$ cat src/rtl/pcie_seq_pkg.sv
// Shared types and constants for the PCIe reset sequencer.
package pcie_seq_pkg;

    typedef enum logic [2:0] {
        ST_RESET     = 3'd0,
        ST_WAIT_LOCK = 3'd1,
        ST_HOLD      = 3'd2,
        ST_CORE_UP   = 3'd3,
        ST_RUN       = 3'd4
    } seq_state_e;

    localparam int RETRY_W = 8;
    localparam logic [RETRY_W-1:0] RETRY_MAX = {RETRY_W{1'b1}};

endpackage

$ cat src/rtl/cdc_sync_2ff.sv
// Two-flop single-bit synchronizer with asynchronous active-low reset.
module cdc_sync_2ff (
    input  logic clk,
    input  logic rstn,
    input  logic d,
    output logic q
);

    logic meta;

    always_ff @(posedge clk or negedge rstn) begin
        if (!rstn) begin
            meta <= 1'b0;
            q    <= 1'b0;
        end else begin
            meta <= d;
            q    <= meta;
        end
    end

endmodule

$ cat src/rtl/pcie_reset_sequencer.sv
// Sequences PERST#, MMCM lock and link-up into core/user resets.
// Optional link timeout/retry logic is enabled by PCIE_SEQ_LINK_TIMEOUT_EN.
module pcie_reset_sequencer
    import pcie_seq_pkg::*;
#(
    parameter int HOLD_CYCLES  = 1024,
    parameter int LINK_TIMEOUT = 1 << 20
) (
    input  logic               clk,
    input  logic               rstn,
    input  logic               pcie_rstn,
    input  logic [2:0]         board_id,
    input  logic               mmcm_locked,
    input  logic               link_up,
    output logic               core_rstn,
    output logic               user_rstn,
    output logic [2:0]         board_id_q,
    output logic [2:0]         state,
    output logic               link_timeout,
    output logic [RETRY_W-1:0] retry_cnt
);

    localparam int CNT_MAX_VAL = (HOLD_CYCLES > LINK_TIMEOUT) ? HOLD_CYCLES : LINK_TIMEOUT;
    localparam int CNT_W       = $clog2(CNT_MAX_VAL + 1);
    localparam logic [CNT_W-1:0] HOLD_LAST = CNT_W'(HOLD_CYCLES - 1);
    localparam logic [CNT_W-1:0] CNT_SAT   = {CNT_W{1'b1}};
    localparam logic [CNT_W-1:0] CNT_ONE   = CNT_W'(1);

    seq_state_e       cur_state, next_state;
    logic [CNT_W-1:0] cnt, cnt_d;
    logic             perst_s;
    logic             latch_id;
    logic             core_rstn_d, user_rstn_d;

    cdc_sync_2ff u_perst_sync (
        .clk  (clk),
        .rstn (rstn),
        .d    (pcie_rstn),
        .q    (perst_s)
    );

    // State register; reset outputs are registered from next_state so they
    // change on the same edge as the state and never glitch.
    always_ff @(posedge clk or negedge rstn) begin
        if (!rstn) begin
            cur_state  <= ST_RESET;
            cnt        <= '0;
            core_rstn  <= 1'b0;
            user_rstn  <= 1'b0;
            board_id_q <= '0;
        end else begin
            cur_state <= next_state;
            cnt       <= cnt_d;
            core_rstn <= core_rstn_d;
            user_rstn <= user_rstn_d;
            if (latch_id) begin
                board_id_q <= board_id;
            end
        end
    end

`ifdef PCIE_SEQ_LINK_TIMEOUT_EN
    localparam logic [CNT_W-1:0] TIMEOUT_LAST = CNT_W'(LINK_TIMEOUT - 1);
    logic timeout_hit;
`endif

    always_comb begin
        next_state = cur_state;
        cnt_d      = cnt;
        latch_id   = 1'b0;
`ifdef PCIE_SEQ_LINK_TIMEOUT_EN
        timeout_hit = 1'b0;
`endif
        if (!perst_s) begin
            next_state = ST_RESET;
            cnt_d      = '0;
        end else if (!mmcm_locked &&
                     (cur_state == ST_HOLD || cur_state == ST_CORE_UP || cur_state == ST_RUN)) begin
            next_state = ST_WAIT_LOCK;
            cnt_d      = '0;
        end else begin
            case (cur_state)
                ST_RESET: begin
                    next_state = ST_WAIT_LOCK;
                    cnt_d      = '0;
                    latch_id   = 1'b1;
                end
                ST_WAIT_LOCK: begin
                    cnt_d = '0;
                    if (mmcm_locked) begin
                        next_state = ST_HOLD;
                    end
                end
                ST_HOLD: begin
                    if (cnt == HOLD_LAST) begin
                        next_state = ST_CORE_UP;
                        cnt_d      = '0;
                    end else begin
                        cnt_d = cnt + CNT_ONE;
                    end
                end
                ST_CORE_UP: begin
                    if (cnt != CNT_SAT) begin
                        cnt_d = cnt + CNT_ONE;
                    end
                    // link_up wins over a coincident timeout
                    if (link_up) begin
                        next_state = ST_RUN;
                    end
`ifdef PCIE_SEQ_LINK_TIMEOUT_EN
                    else if (cnt == TIMEOUT_LAST) begin
                        next_state  = ST_RESET;
                        cnt_d       = '0;
                        timeout_hit = 1'b1;
                    end
`endif
                end
                ST_RUN: begin
                    if (!link_up) begin
                        next_state = ST_CORE_UP;
                        cnt_d      = '0;
                    end
                end
                default: begin
                    next_state = ST_RESET;
                    cnt_d      = '0;
                end
            endcase
        end
    end

    always_comb begin
        core_rstn_d = (next_state == ST_CORE_UP) || (next_state == ST_RUN);
        user_rstn_d = (next_state == ST_RUN);
    end

    assign state = cur_state;

`ifdef PCIE_SEQ_LINK_TIMEOUT_EN
    always_ff @(posedge clk or negedge rstn) begin
        if (!rstn) begin
            link_timeout <= 1'b0;
            retry_cnt    <= '0;
        end else begin
            link_timeout <= timeout_hit;
            if (timeout_hit && retry_cnt != RETRY_MAX) begin
                retry_cnt <= retry_cnt + RETRY_W'(1);
            end
        end
    end
`else
    assign link_timeout = 1'b0;
    assign retry_cnt    = '0;
`endif

endmodule

$ cat config.mk
export PLATFORM = sky130hd
export DESIGN_NAME = pcie_reset_sequencer
export DESIGN_NICKNAME = d
export VERILOG_FILES = /design/src/rtl/pcie_seq_pkg.sv /design/src/rtl/cdc_sync_2ff.sv /design/src/rtl/pcie_reset_sequencer.sv
export SDC_FILE = /design/constraint.sdc
export NUM_CORES = 1
export LEC_CHECK = 0
export ABC_AREA = 1
export BUFFER_PORTS_ARGS = -buffer_cell sky130_fd_sc_hd__buf_2
export CAP_MARGIN = 20
export CORE_AREA = 4 4 67 69
export CTS_CLUSTER_DIAMETER = 30
export DETAILED_ROUTE_END_ITERATION = 8
export DIE_AREA = 0 0 71 73
export PLACE_DENSITY = 0.84
export SKIP_CTS_REPAIR_TIMING = 1
export SLEW_MARGIN = 40
export SYNTH_ARGS = -nofsm -noshare
export SYNTH_HDL_FRONTEND = slang
export SYNTH_SLANG_ARGS = --single-unit
$ cat constraint.sdc
create_clock -name clk -period 2 [get_ports clk]
set_input_delay 0.2 -clock clk [delete_from_list [all_inputs] [get_ports clk]]
set_output_delay 0.2 -clock clk [all_outputs]
set_load 0.01 [all_outputs]
**Word level (Yosys, flattened, before mapping)**

Cells that the tools add are included.

- Add/subtract/negate cells: 1
- Equal/unequal tests: 10
- Multiplexer cells: 16
- Reductions and logical operators: 7

Operator list:

| operator | number |
|---|---|
| $mux W21 | 5 |
| $pmux W21 S3 | 1 |
| $add A21 B1 Y21 const B | 1 |
| $eq A21 B10 Y1 const B | 1 |
| $ne A21 B21 Y1 const B | 1 |
| $mux W3 | 6 |
| $pmux W3 S5 | 1 |
| $eq A3 B2 Y1 const B | 3 |
| $ne A4 B4 Y1 const B | 2 |
| $eq A3 B3 Y1 const B | 2 |
| $eq A3 B1 Y1 const B | 1 |
| $logic_not A3 Y1 | 1 |
| $logic_or A1 B1 Y1 | 3 |
| $mux W1 | 3 |
| $reduce_and A2 Y1 | 1 |
| $logic_and A1 B1 Y1 | 1 |
| $logic_not A1 Y1 | 1 |

- Register bits after elaboration: 31
- Output and inout bits: 17
- Word-level logic and storage cells: 41

**Logic depth before layout (Yosys ltp)**

Gate-level depths: netlist of the first run.

- Depth in word-level cells: 8
- Gate-level depth with buffers: 12
- Mapped depth without buffers: 12

**Cells and area by module**

Synthesis of the first run repeated with hierarchy kept, for this count alone.

- Cells, all modules: 288
- Area total of the unflattened synthesis: 2065.7 µm²

By module, submodules not included:

| module | instances | cells an instance | area an instance (µm²) | seq. area each (µm²) |
|---|---|---|---|---|
| pcie_reset_sequencer | 1 | 286 | 2015.7 | 725.7 |
| cdc_sync_2ff | 1 | 2 | 50.0 | 50.0 |

**Worst setup path after synthesis of the first run**

OpenSTA, ideal clock, no wires.

- Kind: register to register
- Start: register cnt[0]
- End: register cnt[13]
- Library setup time: 0.069 ns
- Data arrival time: 1.663 ns
- Data required time: 1.931 ns
- Path slack: 0.268 ns
- Cell stages (with the launch flop): 13
- Clock period less this slack: 1.732 ns
- Cells stage by stage: dfrtp_1 > ha_1 > nand2_2 > nor2_2 > nand3_2 > nor2_4 > nand3_4 > nand2_8 > inv_6 > buf_6 > nand3_1 > nand2_1 > nor2_2

- Cells in the longest elaborated chain, start to end: 5
- Elaborated cells on any way between the ends: 10

RTL lines:

| item | RTL line | RTL |
|---|---|---|
| from (decl) | pcie_reset_sequencer.sv:30 | `logic [CNT_W-1:0] cnt, cnt_d;` |
| from (signal assigned) | pcie_reset_sequencer.sv:53 | `cnt <= cnt_d;` |
| $add A21 B1 Y21 or $eq A21 B10 Y1 (tied branches) | pcie_reset_sequencer.sv:99, pcie_reset_sequencer.sv:104, pcie_reset_sequencer.sv:95 |  |
| $mux W21, on equally long branches | pcie_reset_sequencer.sv:103, pcie_reset_sequencer.sv:95 |  |
| $pmux W21 S3 | pcie_reset_sequencer.sv:82 | `case (cur_state)` |
| $mux W21 | pcie_reset_sequencer.sv:77 | `end else if (!mmcm_locked &&` |
| $mux W21 | pcie_reset_sequencer.sv:74 | `if (!perst_s) begin` |

Several ways; a longest one is shown, not always the timed one. The select of a mux whose other input is x is not followed.
A chain may end at the register's enable or synchronous reset.

**Worst setup path after layout of the first run**

- Start: register cnt[0]
- End: register cnt[2]

The elaborated chain is that of the path after synthesis.

==> results.md, run 1 <==
- Worst slew margin: 55.41%
- Setup TNS Final: 0 ns
- R2R setup slack: 0.18 ns
- Buf/Inv on CP: 1
- HP Class: in -> async
- Register area: 775.7 sq um
- Main area contributors after synthesis: dfrtp_1 37%, nand2_1 13%, nand3_1 8.1%
- Worst r2r src: cnt[0]
- FMAX: 0.5494 GHz
- Post-synthesis cell type count: 33
- Crit path max-delay family: simple AND/OR/NAND/NOR gates
- Clock sinks: 31
- Final Power: 1.274 mW
- TritonCTS buffer count: 5
- Final Setup Violations: 0
- Clk network pwr share: 37.6%
- Worst Path Arrival: 2.00 ns
- Pwr/cell area: 559.2 nW/um^2
- Worst setup path endpoint: cnt[2]
- CP max-delay cell: dfrtp_1
- CTS tree: done
- Layout Cells excl Fill: 364
- Post-DP Area: 2183 sq um
- Row count: 23
- Layout fillers: 371
- Critical path data required time: ~2.2 ns
- Period utilization: between 90% and 100%
- First-pass GRT wire length: 8176 microns
- Cells after DPL: roughly 360
- CTS H-Tree Depth: 2
- Initial antenna violation count: 0
- Combinational share of power: 10.2%
- Vias/cell: 5.338
- Largest net degree at the start of global routing: 32
- Syn Area/Cell: 7.160 sq um
- Hold Fails Final Rpt: 31
- Cell depth of the worst flop-to-flop path: 10
- Mapped cell area: 2091 sq um
- Yosys top cell by area: dfrtp_1
- Seq/Total Area, Yosys: between 30% and 40%
- Reg power frac: 52.2%
- Status: finished with violations
- Violated checks: hold timing
- Post-route cell area: 2278 sq um
- Worst clock skew: slightly below 0.005 ns
- GR Overflow Total: 0
- Worst skew pair latency: around 0.29 ns
- Setup crit start kind: register
- Switching share of power: 26.36%
- Clock transition at path regs: ~0.070 ns
- Critical path class: reg -> reg
- I/O Pins: 25
- Die area: 5183 sq um
- Setup crit start: cnt[0]
- Final Hold Slack: -0.05442 ns
- Static Leak: 1.099 nW
- Starting Density: 53.42%
- IO buf count: 15
- Crit path time final: 1.820 ns
- Clock tree buffer depth: 2
- Peak supply drop: 0.0003738 V
- NetSw: 0.3358 mW
- ANT nets after route: 0
- Critical-path cell list: ha_1, nand2_2, nor2_2, nand2_1, clkinv_1, nand4_1, nand2_2, nand2_4, o21ai_1, nor2_1
- Post-synthesis instance total: 292
- Placeable Area: 3914 sq um
- Drt initial violations: between 150 and 200
- Diode count: 0
- Hpwl dp: 3531 microns
- Die Ht: 73 microns
- CP Depth: 10
- Ratio of cells with drive above 1 in the final layout: about 17%
- Fin util: between 50 and 60%
- Max-slew violation count: 0
- Wire per inst: 12.54 microns
- RSZ-0062 raised after global routing: no
- DIE WIDTH: about 70 microns
- CTS root buffer: clkbuf_8
- Slew @ Worst Pin: roughly 0.67 ns
- Max Cap Violations: 0
- Gp weighted congestion: between 0.9 and 1
- Crit Path Max Fanout: 7
- Fin nets: 322
- Int Pwr: 0.9382 mW
- Ys Warns: 0
- Area share of the largest cell type after synthesis: 37.10%
- Worst R2R End: cnt[2]
- Total GRT Usage: 19.97%
- WL final: 4566 microns
- Critical Path Max Stage Delay: 0.41 ns
- Vias after detailed routing: 1943
- Seq cells post-synth: 31
- Crit path top cell by count: nand2_2
- Setup crit end kind: register
- DRC viols: 0
- TritonRoute pass-1 iters: 5
- Vias in the first global route: ~1800
- Multi-input logic area: 1106 sq um
- Area Overhead vs Synth: 8.977%
[power groups by stage]
stage / logic [mW] / clock network [mW] / registers (mW)
CTS: 0.131 / 0.494 / 0.666
global route: 0.150 / 0.526 / 0.669
finish: 0.130 / 0.479 / 0.665
global placement: 0.129 / 0 / 0.675
floorplan: 0.0809 / 0 / 0.684
detailed placement: 0.131 / 0 / 0.677
[registers in the layout, summed over array words and instances (netlist names)]
| register | count |
|---|---|
| board_id_q | 3 |
| cnt | 21 |
| core_rstn | 1 |
| state | 3 |
| u_perst_sync.meta | 1 |
| u_perst_sync.q | 1 |
| user_rstn | 1 |
[layout make-up]
class | instances | share of cell area (%)
clock buffer | 6 | 3.185
clock inverter | 2 | 0.5491
inverter | 37 | 6.315
multi-input combinational | 219 | 48.54
sequential | 31 | 34.05
tap | 50 | 2.746
timing repair buffer | 19 | 4.613
[cell usage after synthesis]
| library cell | n |
|---|---|
| nand2_8 | 1 |
| ha_1 | 1 |
| xor2_1 | 5 |
| mux2_2 | 3 |
| inv_6 | 1 |
| o21ai_1 | 6 |
| o31ai_1 | 1 |
| nand3b_1 | 1 |
| nand2_2 | 2 |
| dfrtp_1 | 31 |
| buf_6 | 1 |
| nand3_2 | 2 |
| a21oi_1 | 12 |
| and2_1 | 2 |
| inv_1 | 27 |
| o21bai_1 | 3 |
| buf_4 | 11 |
| nand3_4 | 1 |
| conb_1 | 1 |
| nor2_1 | 33 |
| nor2_4 | 2 |
| o21ai_0 | 1 |
| clkinv_1 | 4 |
| nand2_1 | 75 |
| o2111ai_1 | 1 |
| inv_2 | 5 |
| nor2_2 | 6 |
| nand3_1 | 34 |
| nand4_1 | 13 |
| nand2_4 | 1 |
| clkbuf_1 | 1 |
| nor3_1 | 3 |
| nand4_2 | 1 |
[worst min path at each step]
stage                     from  slack, ns  cells after the start        endpoint
after global routing      rstn      0.003                      1   board_id_q[0]
after detailed placement  rstn       0.28                      1   board_id_q[0]
after global placement    rstn       0.28                      1   board_id_q[0]
final                     rstn      -0.05                      1  u_perst_sync.q
after CTS                 rstn      -0.03                      1  u_perst_sync.q
after floorplan           rstn       -0.1                      0   board_id_q[0]
[cell usage in the layout (no fill, tap or decap), types with 2 or more instances in the layout]
master,instances
buf_4,4
nand2_2,3
inv_1,27
xor2_1,5
nor2_1,33
clkinv_1,4
nor2_4,2
nand3_1,34
mux2_2,3
a21oi_1,12
dfrtp_1,31
inv_2,5
o21bai_1,3
nor2_2,6
clkbuf_8,5
o21ai_1,6
buf_2,15
conb_1,9
nor3_1,3
nand4_1,13
nand3_2,2
nand2_1,74
and2_1,2
[metrics by stage]
| stage | worst slack, ns | hold slack, ns |
|---|---|---|
| 6_report | 0.1797 | -0.05442 |
| 5_1_grt | 0.002852 | 0.003208 |
| 4_1_cts | 0.1613 | -0.02799 |
| 3_5_place_dp | 0.1820 | 0.2790 |
| 3_3_place_gp | 0.2332 | 0.2823 |
| 2_1_floorplan | 0.2685 | -0.09559 |
[cells by family (layout without fill, tap and decap cells)]
| group | Yosys count | in the layout | share of synthesized area (%) |
|---|---|---|---|
| and+or+nand+nor | 177 | 177 | 40.45 |
| DFF | 31 | 31 | 37.10 |
| other | 1 | 9 | 0.1794 |
| muxes | 3 | 3 | 1.616 |
| AOI/OAI and AO/OA | 24 | 24 | 6.403 |
| adders and majority gates | 1 | 1 | 0.5983 |
| xor gates and xnor gates | 5 | 5 | 2.094 |
| buffers and inverters | 50 | 64 | 11.55 |
[per-layer routing]
layer	part of all wire, %	track usage [%]	wire length (microns)	up-vias
met2	47	33.47	2151	61
li1	-	-	-	969
met4	2.3	8.559	104	0
met3	6.5	5.647	297	13
met5	0	0	0	-
met1	44	24.07	2013	900
Power figures use the tool's default switching activity.
==> inputs of run 2 (changes only) <==
==> constraint.sdc (replaced) <==
create_clock -name clk -period 2.3 [get_ports clk]
set_input_delay 0.23 -clock clk [delete_from_list [all_inputs] [get_ports clk]]
set_output_delay 0.23 -clock clk [all_outputs]
set_load 0.01 [all_outputs]
==> results.md, run 2 (same netlist as run 1, synthesis figures left out) <==
- GR Overflow Total: 0 (unchanged)
- Die Ht: 73 microns (unchanged)
- Placeable Area: 3914 sq um (unchanged)
- Vias after detailed routing: 1912 (-1.6%)
- Violated checks: hold timing
- Pre-CTS setup slack: 0.3317 ns (+0.1497 ns)
- Fin util: 57.77% (-0.45 points)
- Initial antenna violation count: 0 (unchanged)
- Setup TNS Final: 0 ns (unchanged)
- Register area: 775.7 sq um (unchanged)
- Worst skew pair latency: 0.28 ns (about the same)
- Combinational share of power: 9.3% (-0.9 points)
- FMAX: 0.4964 GHz (-9.6%)
- HP Class: in -> async
- Gp weighted congestion: 1.057 (+7.5%)
- Static Leak: 1.090 nW (-0.79%)
- Fin nets: 318 (-1.2%)
- Max Cap Violations: 0 (unchanged)
- Worst clock skew: 0.005723 ns (+0.0009161 ns)
- Worst Path Arrival: 2.19 ns (+0.19 ns)
- Slew @ Worst Pin: 0.6859 ns (+0.01709 ns)
- Status: finished with violations
- Biggest register: cnt
- Period utilization: 87.59% (-3.4 points)
- Peak supply drop: 0.0004156 V (+11%)
- Cells after DPL: 352 (-0.85%)
- Commonest non-fill, non-tap cell in the layout: nand2_1
- I/O Pins: 25 (unchanged)
- Vias/cell: 5.311 (-0.50%)
- Final Setup Violations: 0 (unchanged)
- Total GRT Usage: 20.91% (+0.94 points)
- Ratio of cells with drive above 1 in the final layout: 15.16% (-1.4 points)
- Vias in the first global route: 1826 (+0.055%)
- Wire per inst: 13.34 microns (+6.3%)
- Max-slew violation count: 0 (unchanged)
- Area Overhead vs Synth: 8.139%
- Hold Fails Final Rpt: 31 (unchanged)
- Clk network pwr share: 40.6% (+3.0 points)
- Layout fillers: 370 (-0.27%)
- Reg power frac: 50.1% (-2.1 points)
- WL final: 4802 microns (+5.2%)
- Final Power: 1.158 mW (-9.1%)
- RSZ-0062 raised after global routing: no
- Final Hold Slack: -0.01234 ns (+0.04208 ns)
- TritonCTS buffer count: 5 (unchanged)
- Layout Cells excl Fill: 360 (-1.1%)
- Setup crit start kind: register
- Most frequent cells in the layout: 75 x nand2_1, 34 x nand3_1, 33 x nor2_1
- Crit Path Max Fanout: 7 (unchanged)
- CTS H-Tree Depth: 2 (unchanged)
- Crit path time final: 2.015 ns (+0.1942 ns)
- Multi-input logic area: 1104 sq um (-0.23%)
- Clock transition at path regs: 0.07 ns (about the same)
- First-pass GRT wire length: 8521 microns (+4.2%)
- Int Pwr: 0.8753 mW (-6.7%)
- IO buf count: 15 (unchanged)
- Clock sinks: 31 (unchanged)
- Critical path class: reg -> reg
- Starting Density: 53.42% (unchanged)
- Pwr/cell area: 512.2 nW/um^2 (-8.4%)
- Post-DP Area: 2161 sq um (-1.0%)
- Drt initial violations: 146 (-6.4%)
- Setup ws final: 0.2855 ns (+0.1058 ns)
- Switching share of power: 24.43% (-1.9 points)
- Row count: 23 (unchanged)
- DRC viols: 0 (unchanged)
- Critical path data required time: 2.48 ns (+0.30 ns)
- Hpwl dp: 3651 microns (+3.4%)
- Largest net degree at the start of global routing: 32 (unchanged)
- Setup crit end kind: register
- CTS tree: done
- Number of flip-flops in the largest register: 21 (unchanged)
- ANT nets after route: 0 (unchanged)
- TritonRoute pass-1 iters: 4 (-1)
- R2R setup slack: 0.29 ns (+0.11 ns)
- CTS root buffer: clkbuf_8
- Worst slew margin: 54.27% (-1.1 points)
- DIE WIDTH: 71 microns (unchanged)
- Clock tree buffer depth: 2 (unchanged)
- Die area: 5183 sq um (unchanged)
- NetSw: 0.2829 mW (-16%)
- Post-route cell area: 2261 sq um (-0.77%)
- Diode count: 0 (unchanged)
run 2: changes by cell type in the layout (fill, tap and decap cells not counted):
cell | previous run | this run
buf_4 | 4 | 0
clkinv_2 | 1 | 0
clkbuf_8 | 5 | 7
clkinvlp_4 | 1 | 0
nand2_1 | 74 | 75
nand2_2 | 3 | 2
run 2: power groups by stage:
stage,logic [mW],clock network [mW],registers (mW)
after floorplan,0.0703,0,0.595
after global placement,0.108,0,0.589
after detailed placement,0.109,0,0.590
after CTS,0.109,0.488,0.580
after global routing,0.124,0.505,0.583
final,0.108,0.470,0.580
run 2: layout make-up:
class	instances	area share [%]
Multi-Input combinational cell	219	48.81
Sequential cell	31	34.31
Inverter	37	6.364
Clock buffer	8	4.427
Timing Repair Buffer	15	3.320
Tap cell	50	2.767
run 2: final timing paths:
path | cells past startpoint | to | from
max in group asynchronous | 1 | cnt[15] | rstn
max | 10 | cnt[2] | cnt[0]
min reg2reg | 0 | u_perst_sync.q | u_perst_sync.meta
max reg2reg | 10 | cnt[2] | cnt[0]
min | 1 | cnt[18] | rstn
min in group clk | 1 | u_perst_sync.meta | pcie_rstn
run 2: per-layer routing:
layer  vias up  part of all wire [%]  track usage (%)
met5         -                     0                0
met4         0                   2.3            8.142
met3        12                   6.9            4.683
met2        70                    46            33.99
met1       869                    45            27.20
li1        961                     -                -
run 2: critical path: stages (launching register included):
cell      delay [ns]
dfrtp_1         0.41
ha_1            0.34
nand2_2         0.10
nor2_2          0.17
nand2_1         0.14
clkinv_1        0.11
nand4_1         0.21
nand2_1         0.19
nand2_4         0.09
o21ai_1         0.08
nor2_1          0.05
